**src/rtl/pipe_pkg.sv**
```systemverilog
// Shared definitions for the handshaked pipeline stage register: control-bit
// positions, default payload widths and the occupancy state encoding.
package pipe_pkg;

  localparam int CTRL_MEMREAD  = 0;
  localparam int CTRL_MEMWRITE = 1;
  localparam int CTRL_MEMTOREG = 2;
  localparam int CTRL_REGWRITE = 3;

  localparam int DEF_CTRL_W = 4;
  localparam int DEF_DATA_W = 32;
  localparam int DEF_ADDR_W = 5;

  typedef enum logic [1:0] {
    EMPTY = 2'd0,
    ONE   = 2'd1,
    TWO   = 2'd2
  } occ_state_t;

endpackage

```
**src/rtl/pipe_entry_reg.sv**
```systemverilog
// One payload register (ctrl + two data words + write-back address).
// clr_ctrl wins over load so a bubble can never carry stale control bits.
module pipe_entry_reg #(
  parameter int CTRL_W = 4,
  parameter int DATA_W = 32,
  parameter int ADDR_W = 5
) (
  input  logic              clk,
  input  logic              rst_n,
  input  logic              load,
  input  logic              clr_ctrl,
  input  logic [CTRL_W-1:0] ctrl_d,
  input  logic [DATA_W-1:0] data_a_d,
  input  logic [DATA_W-1:0] data_b_d,
  input  logic [ADDR_W-1:0] wb_addr_d,
  output logic [CTRL_W-1:0] ctrl_q,
  output logic [DATA_W-1:0] data_a_q,
  output logic [DATA_W-1:0] data_b_q,
  output logic [ADDR_W-1:0] wb_addr_q
);

  always_ff @(posedge clk or negedge rst_n) begin
    if (!rst_n) begin
      ctrl_q    <= '0;
      data_a_q  <= '0;
      data_b_q  <= '0;
      wb_addr_q <= '0;
    end else if (clr_ctrl) begin
      ctrl_q <= '0;
    end else if (load) begin
      ctrl_q    <= ctrl_d;
      data_a_q  <= data_a_d;
      data_b_q  <= data_b_d;
      wb_addr_q <= wb_addr_d;
    end
  end

endmodule

```
**src/rtl/pipe_stage_reg.sv**
```systemverilog
// Handshaked pipeline stage register with flush and optional 2-entry skid
// buffer (SKID=1) that makes ready_o a registered signal.
module pipe_stage_reg
  import pipe_pkg::*;
#(
  parameter int CTRL_W = DEF_CTRL_W,
  parameter int DATA_W = DEF_DATA_W,
  parameter int ADDR_W = DEF_ADDR_W,
  parameter int SKID   = 0
) (
  input  logic              clk_i,
  input  logic              rst_i,
  input  logic              valid_i,
  output logic              ready_o,
  input  logic              flush_i,
  input  logic [CTRL_W-1:0] ctrl_i,
  input  logic [DATA_W-1:0] dataA_i,
  input  logic [DATA_W-1:0] dataB_i,
  input  logic [ADDR_W-1:0] wbAddr_i,
  output logic              valid_o,
  input  logic              ready_i,
  output logic [CTRL_W-1:0] ctrl_o,
  output logic [DATA_W-1:0] dataA_o,
  output logic [DATA_W-1:0] dataB_o,
  output logic [ADDR_W-1:0] wbAddr_o,
  output logic [1:0]        occ_o
);

  logic              main_load;
  logic              main_clr;
  logic [CTRL_W-1:0] main_ctrl_d;
  logic [DATA_W-1:0] main_a_d;
  logic [DATA_W-1:0] main_b_d;
  logic [ADDR_W-1:0] main_addr_d;

  pipe_entry_reg #(.CTRL_W(CTRL_W), .DATA_W(DATA_W), .ADDR_W(ADDR_W)) u_main (
    .clk(clk_i), .rst_n(rst_i), .load(main_load), .clr_ctrl(main_clr),
    .ctrl_d(main_ctrl_d), .data_a_d(main_a_d), .data_b_d(main_b_d), .wb_addr_d(main_addr_d),
    .ctrl_q(ctrl_o), .data_a_q(dataA_o), .data_b_q(dataB_o), .wb_addr_q(wbAddr_o)
  );

  generate
    if (SKID == 0) begin : g_single
      logic valid_reg;
      logic accept;
      logic emit;

      assign ready_o     = ready_i | ~valid_reg;
      assign accept      = valid_i & ready_o;
      assign emit        = valid_reg & ready_i;
      assign main_load   = accept & ~flush_i;
      assign main_clr    = flush_i | (emit & ~accept);
      assign main_ctrl_d = ctrl_i;
      assign main_a_d    = dataA_i;
      assign main_b_d    = dataB_i;
      assign main_addr_d = wbAddr_i;
      assign valid_o     = valid_reg;
      assign occ_o       = {1'b0, valid_reg};

      always_ff @(posedge clk_i or negedge rst_i) begin
        if (!rst_i)      valid_reg <= 1'b0;
        else if (flush_i) valid_reg <= 1'b0;
        else if (accept)  valid_reg <= 1'b1;
        else if (emit)    valid_reg <= 1'b0;
      end
    end else begin : g_skid
      occ_state_t        state_reg;
      occ_state_t        state_next;
      logic              ready_reg;
      logic              accept;
      logic              emit;
      logic              skid_load;
      logic              skid_clr;
      logic              from_skid;
      logic [CTRL_W-1:0] skid_ctrl;
      logic [DATA_W-1:0] skid_a;
      logic [DATA_W-1:0] skid_b;
      logic [ADDR_W-1:0] skid_addr;

      pipe_entry_reg #(.CTRL_W(CTRL_W), .DATA_W(DATA_W), .ADDR_W(ADDR_W)) u_skid (
        .clk(clk_i), .rst_n(rst_i), .load(skid_load), .clr_ctrl(skid_clr),
        .ctrl_d(ctrl_i), .data_a_d(dataA_i), .data_b_d(dataB_i), .wb_addr_d(wbAddr_i),
        .ctrl_q(skid_ctrl), .data_a_q(skid_a), .data_b_q(skid_b), .wb_addr_q(skid_addr)
      );

      assign ready_o = ready_reg;
      assign valid_o = (state_reg != EMPTY);
      assign occ_o   = state_reg;
      assign accept  = valid_i & ready_reg;
      assign emit    = valid_o & ready_i;

      // Main refills from the skid entry when draining TWO, keeping FIFO order.
      assign main_ctrl_d = from_skid ? skid_ctrl : ctrl_i;
      assign main_a_d    = from_skid ? skid_a    : dataA_i;
      assign main_b_d    = from_skid ? skid_b    : dataB_i;
      assign main_addr_d = from_skid ? skid_addr : wbAddr_i;

      always_comb begin
        state_next = state_reg;
        main_load  = 1'b0;
        main_clr   = 1'b0;
        skid_load  = 1'b0;
        skid_clr   = 1'b0;
        from_skid  = 1'b0;
        if (flush_i) begin
          state_next = EMPTY;
          main_clr   = 1'b1;
          skid_clr   = 1'b1;
        end else begin
          case (state_reg)
            EMPTY: if (accept) begin
              main_load  = 1'b1;
              state_next = ONE;
            end
            ONE: begin
              if (accept && !emit) begin
                skid_load  = 1'b1;
                state_next = TWO;
              end else if (accept && emit) begin
                main_load = 1'b1;
              end else if (emit) begin
                main_clr   = 1'b1;
                state_next = EMPTY;
              end
            end
            TWO: if (emit) begin
              main_load  = 1'b1;
              from_skid  = 1'b1;
              skid_clr   = 1'b1;
              state_next = ONE;
            end
            default: state_next = EMPTY;
          endcase
        end
      end

      always_ff @(posedge clk_i or negedge rst_i) begin
        if (!rst_i) begin
          state_reg <= EMPTY;
          ready_reg <= 1'b1;
        end else begin
          state_reg <= state_next;
          ready_reg <= (state_next != TWO);
        end
      end
    end
  endgenerate

endmodule

```
**config.mk**
```make
export PLATFORM = sky130hd
export DESIGN_NAME = pipe_stage_reg
export DESIGN_NICKNAME = d
export VERILOG_FILES = /design/src/rtl/pipe_pkg.sv /design/src/rtl/pipe_entry_reg.sv /design/src/rtl/pipe_stage_reg.sv
export SDC_FILE = /design/constraint.sdc
export NUM_CORES = 1
export LEC_CHECK = 0
export ABC_AREA = 1
export CORE_ASPECT_RATIO = 0.7
export CORE_MARGIN = 1
export CORE_UTILIZATION = 40
export DETAILED_ROUTE_END_ITERATION = 10
export PLACE_DENSITY_LB_ADDON = 0.15
export REMOVE_ABC_BUFFERS = 1
export SLEW_MARGIN = 30
export SYNTH_ARGS = -nofsm -noshare
export SYNTH_HDL_FRONTEND = slang
export SYNTH_SLANG_ARGS = --single-unit
```
**constraint.sdc**
```tcl
create_clock -name clk_i -period 1.26 [get_ports clk_i]
set_input_delay 0.315 -clock clk_i [delete_from_list [all_inputs] [get_ports clk_i]]
set_output_delay 0.315 -clock clk_i [all_outputs]
set_load 0.01 [all_outputs]
```
==> results.yml <==
run_status:
  status: "complete, but fails checks"
  violations: "setup timing"
drt:
  wl_per_cell_um: 13.64
  drc: 0
  vias_per_cell: 4.679
  dr_total_vias: 2798
  first_pass_iters: 4
  ant_nets: 0
  drtIter0Drc: 110
  routed_wl_mm: 8.156
logic_synthesis:
  synth_area_leader_cell: "dfrtp_1"
  yosys-top-cells-area: "dfrtp_1, nand2_1, nand3_1"
  syn_area_um2: 3012
  synth-simple-area-share: 0.3137
  post-synth-top-area-fraction: 0.6149
  synthDistinctLibCells: 11
  yosys.area_share.adder: 0
  muxShareOfSynthArea: 0
  synth_seq_cells: 74
  yosysSeqAreaShare: 0.6149
  synth-xor-area-share: 0
  syn_inst: 329
  synth_top_family_by_area: "simple AND/OR/NAND/NOR gates"
  synth-compound-area-share: 0.001662
  syn_area_per_cell_um2: 9.154
  yosys_warnings: 0
pwr:
  power_density_nw_per_um2: 1278
  peakVddDrop_uv: 653.7
  p_leak_nw: 2.482
  power.total_mw: 5.878
placed_design:
  place_congestion: 0.7751
  dp_cells: 573
  io_buffers: 153
  dp.final_hpwl_mm: 5.509
cts:
  cts_buffer_depth: 2
  worstSkewPairLatency_ns: 0.34
  htreeDepth: 3
  cts-root-buf: "clkbuf_8"
  cts_buffers: 9
  cts_num_sinks: 74
  clk_pin_slew_ns: 0.07
  cts_tree: "yes"
sta:
  hold_violations: 0
  fin_ws_ns: -0.05169
  fin_tns_setup_ns: -0.1377
  finClkSkew_ns: 0.006929
  maxSlewViolCount: 0
  max_clock_freq_mhz: 762.4
  setup_viol: 3
  grt_setup_unrepaired: "true"
  min_period_ns: 1.312
  timing.final.crit_share: 1.041
critical_path:
  worstSetupStartpointType: "register"
  critPathCaptureType: "output port"
  arrival_ns: 1.00
  required_ns: 0.94
  critPathKind: "register to output port"
  crit_fanout: 3
global_route:
  antenna_found_initial: 0
  grt_pass1_vias: 2543
  grt_usage: 0.2106
  grt.overflow.total: 0
  grt_start_max_net_pins: 47
  grt_pass1_wl_mm: 12.79
floorplanning:
  dieArea_um2: 7885
  rows: 26
  die_w_um: 105.7
  fp.dieH_um: 74.60
  initial_utilization: 0.4133
  core_region_area_um2: 7287
  ioPinCount: 155
cells_and_area:
  layout.cells.non_filler: 598
  fin_nets: 573
  drive_gt1_frac: 0.2380
  antenna_cells: 0
  syn_to_final_growth_pct: 52.72
hold_path:
  hp-class: "input pin to async pin"
run:
  maxCapViolations: 0
-- Yosys cell counts --
cell and instances:
buf_4 4, buf_2 12, nor2_2 1, conb_1 1, inv_1 4, dfrtp_1 74, nand3_1 77, buf_6 9
a21oi_1 1, nand2_2 2, nand2_1 144
-- metrics by stage --
| step | instance area (um2) | hold WS (ns) | utilization | setup WS, ns |
|---|---|---|---|---|
| final | 4599 | 0.4330 | 0.6312 | -0.05169 |
| after global routing | 4599 | 0.4519 | 0.6312 | -0.09249 |
| after CTS | 4599 | 0.4240 | 0.6312 | -0.08204 |
| after detailed placement | 4725 | 0.2489 | 0.6484 | -0.5049 |
| after global placement | 4725 | 0.2503 | 0.6484 | -0.5064 |
| after floorplan | 2820 | 0.01941 | - | -1.837 |
-- layer usage --
layer | part of all wire | up-vias | global-route usage | wire length, um
met4 | 0.011 | 0 | 0.07407 | 89
met1 | 0.46 | 1302 | 0.2970 | 3772
met5 | 0 | - | 0 | 0
li1 | - | 1376 | - | -
met2 | 0.43 | 111 | 0.3086 | 3510
met3 | 0.096 | 9 | 0.06573 | 783
-- cells by family (layout without fill, tap and decap cells) --
kind of cell,after synthesis,in the layout
flip-flops,74,74
other,1,1
AO/OA/AOI/OAI,1,1
AND/OR/NAND/NOR,224,224
buffers and inverters,29,200
-- report_power, final --
part / switching, mW / total, mW / internal [mW]
clock network: 0.832 / 1.59 / 0.762
registers: 0.166 / 2.87 / 2.70
logic: 0.711 / 1.41 / 0.703
-- cell usage in the layout (no fill, tap or decap), drive strengths merged --
master           n
clkdlybuf4s50   75
dlygate4sd3      1
nand3           77
dlygate4sd2      1
a21oi            1
clkinv           3
buf            103
dfrtp           74
nand2          146
conb             1
nor2             1
clkbuf          13
inv              4
-- state kept, by name, indices dropped and copies added (netlist names) --
register,count
u_main.wb_addr_q,5
u_main.data_a_q,32
u_main.data_b_q,32
u_main.ctrl_q,4
valid_o,1
-- timing repair --
action | CTS | global route
hold buffers | 1 | 0
buffers inserted | 8 | 0
setup endpoints to repair | 81 | 72
endpoints found under the hold margin | 23 | 0
gates resized for setup | 309 | 0
pin swaps | 0 | 1
-- critical path: stages (launching register included) --
cell,delay [ns]
dfrtp_1,0.42
buf_6,0.14
buf_6,0.11
-- path summary, 6_finish.rpt --
path	startpoint	endpoint	slack, ns	depth (start not counted)
worst max register to register	valid_o	u_main.data_b_q[29]	0	6
max in group asynchronous	rst_i	u_main.data_a_q[13]	0.36	3
worst max-delay path	valid_o	occ_o[0]	-0.05	2
worst min register to register	u_main.data_b_q[13]	u_main.data_b_q[13]	0.47	2
worst min-delay path	rst_i	u_main.data_b_q[25]	0.43	2
min in group clk_i	u_main.data_b_q[13]	u_main.data_b_q[13]	0.47	2
-- layout make-up --
type	count	area, um2
fillers	654	2688
clock inverters	3	15.01
well taps	98	122.6
multi-input cells	226	958.4
flip-flops and latches	74	1852
repair buffers	180	1488
clock buffers	13	148.9
inverters	4	15.01
(Power assumes the default switching activity.)
